[config.mk]
export PLATFORM = sky130hd
export DESIGN_NAME = seg_scan_mux
export DESIGN_NICKNAME = d
export VERILOG_FILES = /design/src/rtl/seg_scan_mux.sv
export SDC_FILE = /design/constraint.sdc
export NUM_CORES = 1
export LEC_CHECK = 0
export ABC_AREA = 1
export CAP_MARGIN = 20
export CORE_ASPECT_RATIO = 2
export CORE_MARGIN = 2
export CORE_UTILIZATION = 54
export DETAILED_ROUTE_END_ITERATION = 6
export PLACE_DENSITY_LB_ADDON = 0.3
export SKIP_CTS_REPAIR_TIMING = 1
export SLEW_MARGIN = 40
export SYNTH_ARGS = -nofsm -noshare
export SYNTH_HDL_FRONTEND = slang
export SYNTH_SLANG_ARGS = --single-unit
[constraint.sdc]
create_clock -name clk -period 3.2 [get_ports clk]
set_clock_uncertainty 0.1 [all_clocks]
set_input_delay 0.32 -clock clk [delete_from_list [all_inputs] [get_ports clk]]
set_output_delay 0.32 -clock clk [all_outputs]
set_load 0.03 [all_outputs]
[src/rtl/seg_scan_mux.sv]
// Purpose : time-multiplexed common-anode seven-segment scanner with per-digit enable,
//           leading-zero suppression, anti-ghost blanking, 16-level PWM and frame snapshot.
// Latency : all outputs registered; outputs at cycle t+1 reflect counter/snapshot state at t.
// Backpressure: none; free-running scan, inputs sampled only at the frame boundary.
//
// Ports:
//   clk, reset_n      - clock, asynchronous active-low reset
//   digits_in         - NUM_DIGITS packed codes, digit 0 at the LSBs (rightmost)
//   dp_in, digit_en   - per-digit decimal point request / enable
//   lzs_en            - leading-zero suppression enable
//   bright            - PWM level, duty in the active window = (bright+1)/16
//   hold              - freeze the current snapshot
//   an                - active-low anodes; digit/dp/sel - selected code, point, index
//   frame_start       - one-cycle pulse in the output cycle of slot 0, count 0
module seg_scan_mux #(
    parameter int NUM_DIGITS   = 4,
    parameter int DIGIT_W      = 4,
    parameter int REFRESH_DIV  = 100000,
    parameter int BLANK_CYCLES = 1000,
    parameter int SEL_W        = $clog2(NUM_DIGITS)
) (
    input  logic                          clk,
    input  logic                          reset_n,
    input  logic [NUM_DIGITS*DIGIT_W-1:0] digits_in,
    input  logic [NUM_DIGITS-1:0]         dp_in,
    input  logic [NUM_DIGITS-1:0]         digit_en,
    input  logic                          lzs_en,
    input  logic [3:0]                    bright,
    input  logic                          hold,
    output logic [NUM_DIGITS-1:0]         an,
    output logic [DIGIT_W-1:0]            digit,
    output logic                          dp,
    output logic [SEL_W-1:0]              sel,
    output logic                          frame_start
);

    localparam int CNT_W = $clog2(REFRESH_DIV);

    // scan position
    logic [CNT_W-1:0] cnt;
    logic [SEL_W-1:0] slot;

    // frame snapshot
    logic [NUM_DIGITS*DIGIT_W-1:0] sh_digits;
    logic [NUM_DIGITS-1:0]         sh_dp;
    logic [NUM_DIGITS-1:0]         sh_en;

    // combinational next-output terms
    logic                          frame_edge;
    logic                          snap;
    logic [NUM_DIGITS*DIGIT_W-1:0] eff_digits;
    logic [NUM_DIGITS-1:0]         eff_dp;
    logic [NUM_DIGITS-1:0]         eff_en;
    logic [DIGIT_W-1:0]            code [NUM_DIGITS];
    logic [NUM_DIGITS-1:0]         supp;
    logic                          all_zero;
    logic                          active;
    logic [3:0]                    pwm_ph;
    logic                          lit;
    logic [NUM_DIGITS-1:0]         an_nxt;

    always_comb begin
        frame_edge = (cnt == '0) && (slot == '0);
        snap       = frame_edge && !hold;

        // The output cycle computed on the snapshot edge already uses the freshly
        // captured values, so a frame is never shown with a mix of old and new data.
        eff_digits = snap ? digits_in : sh_digits;
        eff_dp     = snap ? dp_in     : sh_dp;
        eff_en     = snap ? digit_en  : sh_en;

        for (int i = 0; i < NUM_DIGITS; i++) begin
            code[i] = eff_digits[i*DIGIT_W +: DIGIT_W];
        end

        // Walk from the most significant digit down; a digit is a leading zero
        // while every digit from it upward is zero. Digit 0 always shows.
        supp     = '0;
        all_zero = 1'b1;
        for (int i = NUM_DIGITS - 1; i >= 0; i--) begin
            all_zero = all_zero & (code[i] == '0);
            supp[i]  = lzs_en & all_zero & (i != 0);
        end

        // Subtraction only matters in the active phase; the truncation to 4 bits
        // gives the position within the 16-cycle PWM period.
        active = (cnt >= CNT_W'(BLANK_CYCLES));
        pwm_ph = 4'(cnt - CNT_W'(BLANK_CYCLES));
        lit    = active && (pwm_ph <= bright) && eff_en[slot] && !supp[slot];

        an_nxt = '1;
        if (lit) begin
            an_nxt[slot] = 1'b0;
        end
    end

    always_ff @(posedge clk or negedge reset_n) begin
        if (!reset_n) begin
            cnt  <= '0;
            slot <= '0;
        end else if (cnt == CNT_W'(REFRESH_DIV - 1)) begin
            cnt  <= '0;
            slot <= (slot == SEL_W'(NUM_DIGITS - 1)) ? '0 : slot + SEL_W'(1);
        end else begin
            cnt <= cnt + CNT_W'(1);
        end
    end

    always_ff @(posedge clk or negedge reset_n) begin
        if (!reset_n) begin
            sh_digits <= '0;
            sh_dp     <= '0;
            sh_en     <= '0;
        end else if (snap) begin
            sh_digits <= digits_in;
            sh_dp     <= dp_in;
            sh_en     <= digit_en;
        end
    end

    always_ff @(posedge clk or negedge reset_n) begin
        if (!reset_n) begin
            an          <= '1;
            digit       <= '0;
            dp          <= 1'b0;
            sel         <= '0;
            frame_start <= 1'b0;
        end else begin
            an          <= an_nxt;
            digit       <= code[slot];
            dp          <= eff_dp[slot] && lit;
            sel         <= slot;
            frame_start <= frame_edge;
        end
    end

endmodule

==> metrics.txt <==
final period utilization=0.857; area taken by multi-input logic gates=1250 µm²; vias in the first global route=2,573; Worst Max-Slew Pin Slew=between 0.6 and 0.7 ns; fin cells=465; Ys Warns=0; Setup Viol. Count Final=0; Fin Hold WS=0.369 ns; placed cells=between 400 and 500; final WL=6380 µm; Hold Vio Cnt, Final=0; top_reg_cell synth=dfrtp_1; sw frac=0.233; Max Freq=between 300 and 400 MHz; Final Instance Area=3500 µm²; ANT nets after route=0; number of diodes=0; Post-Synthesis Cells=between 300 and 400; first-pass GRT wire length=10,900 µm; post-layout util=0.674; Pleak=approximately 1.8 nW; largest net degree at the start of global routing=37; initial antenna violation count=0; post-synth net total=398; syn avg cell area=8.19 µm²; status=finished, final reports clean; gr usage total=0.234; P per Cell Area=343 nW/µm²; Max clock buf depth=2; Setup TNS=0 ns; Top delay family on crit path=simple AND/OR/NAND/NOR gates; die width=56.0 µm; CP most frequent cell=nand2_1; H-tree levels=2; # rows=37; crit-path cells=clkinv_1 > ha_1 > nand3_1 > nor2_1 > nand4_4 > nand2_1 > nand2_1 > nor2_1 > nand2_1 > nand2_1 > nand3_2 > nand2_1 > nor2_1; CTS clk-pin slew, worst paths=0.09 ns; post-synth top area share=0.438; fin crit period=between 2 and 3 ns; slowest CP cell=dfrtp_1; Post-synth EDFFs=0; switching power=280 µW; DR vias/cell=5.22; storage element area=between 1000 and 1500 µm²; Synth Cell Area=a little under 3000 µm²; Req. time, crit path=3.31 ns; GRT overflow=0; Fillers=451; worst-path fanout max=25; CTS root buf=clkbuf_8; DP Area=3400 µm²; # nets final=roughly 450; max_slew headroom=0.552; most frequent cells after synthesis=nand2_1, inv_1, dfrtp_1, nor2_1, o21ai_0; clock buffer count from CTS=5; post-synth top area cell=dfrtp_1; Pre-antenna DRT Iters=4; count leader, synth=nand2_1; hpwl dp=5180 µm; IO Pins=44; post-synthesis sequential area ratio=0.474; Flop pwr share=0.598; Logic pwr share=0.092; RSZ-0062 raised after global routing=false; Max Cap Viol=0; buffers plus inverters on the worst setup path=1; Die Height=108 µm; clock latency on the worst-skew pair=0.31 ns; Routed WL per cell=13.7 µm; CP startpoint kind=flop; Layout area overhead=20.0%; Int Pwr=920 µW; count of buffers from port buffering=43; # clock sinks=55; final slew viol count=0; Max VDD drop=slightly above 0.3 mV; # DRC=0; vias=about 2.4k; critical path capture point type=flop; layout cells sized above 1=0.115; DRT iter0 DRCs=between 70 and 80; max incr delay on CP=0.54 ns; cells taking the most area after synthesis=dfrtp_1, nand2_1, inv_1; CORE AREA=5180 µm²; worst path arrival time=2.85 ns; die footprint=between 6000 and 7000 µm²; GPL Wtd Cong=0.915; post-synthesis cell type count=35; Seq cells post-synth=55; Min-Delay Path Class=reg2reg; share of power burned in the clock network=0.310; initial core utilization=0.562; CTS tree=yes; Setup Crit Path Kind=reg2reg; ys async rst share=1.00
## flip-flops by register name (all words and copies together) (netlist names)
signal       cells
dp               1
an               4
cnt             17
sel              2
slot             2
digit            4
frame_start      1
sh_dp            4
sh_en            4
sh_digits       16
## logic make-up (layout without fill, tap and decap cells)
| logic type | count (synthesis) | after routing | share of synthesized area |
|---|---|---|---|
| buf+inv | 71 | 122 | 0.0966 |
| simple gates | 178 | 178 | 0.298 |
| fa+ha+maj | 10 | 10 | 0.0429 |
| xor+xnor | 1 | 1 | 0.00300 |
| flops | 55 | 55 | 0.474 |
| compound gates | 41 | 41 | 0.0858 |
## per-layer routing
metal	GRT usage	routed length, µm
met3	0.0288	146
met5	0	0
met2	0.471	3720
met4	0.134	292
met1	0.216	2220
## cell type report
type / instances / area share
flip-flops and latches: 55 / 0.395
multi-input cells: 230 / 0.358
well taps: 58 / 0.0208
clock buffers: 6 / 0.0208
clock inverters: 2 / 0.00358
repair buffers: 46 / 0.129
inverters: 68 / 0.0730
## power groups by stage
stage / Sequential [mW] / Clock, mW / Combinational [mW]
3_3_place_gp: 0.730 / 0 / 0.109
4_1_cts: 0.717 / 0.381 / 0.112
6_report: 0.717 / 0.372 / 0.111
5_1_grt: 0.719 / 0.405 / 0.123
2_1_floorplan: 0.735 / 0 / 0.0366
3_5_place_dp: 0.731 / 0 / 0.111
## path summary, 6_finish.rpt
check | from | endpoint | slack (ns) | depth (start not counted)
worst max-delay path | slot[0] | dp | 0.46 | 13
worst min-delay path | cnt[0] | cnt[0] | 0.37 | 1
worst max register to register | slot[0] | dp | 0.46 | 13
worst min register to register | cnt[0] | cnt[0] | 0.37 | 1
max in group asynchronous | reset_n | an[2] | 1.78 | 3
min in group asynchronous | reset_n | cnt[10] | 0.38 | 2
## stage by stage
step / power (mW) / worst slack [ns]
after CTS: 1.21 / 0.452
after global placement: 0.839 / 0.585
after global routing: 1.25 / 0.141
final: 1.20 / 0.458
after floorplan: 0.772 / 0.877
after detailed placement: 0.842 / 0.464
## cell usage in the layout, fill, tap and decap left out, types with 3 or more instances in the layout
cell type / instances
nand3_1: 14
a21oi_1: 8
dfrtp_1: 51
clkdlybuf4s50_1: 42
o21ai_0: 15
inv_1: 59
nand4_1: 7
nor2_1: 38
o21ai_1: 4
clkbuf_8: 5
nand2_2: 7
ha_1: 10
nor2_2: 4
inv_2: 7
dfstp_2: 4
o21ai_2: 3
o211ai_1: 5
nor3_1: 9
nand2_1: 84
Power figures use the tool's default switching activity.
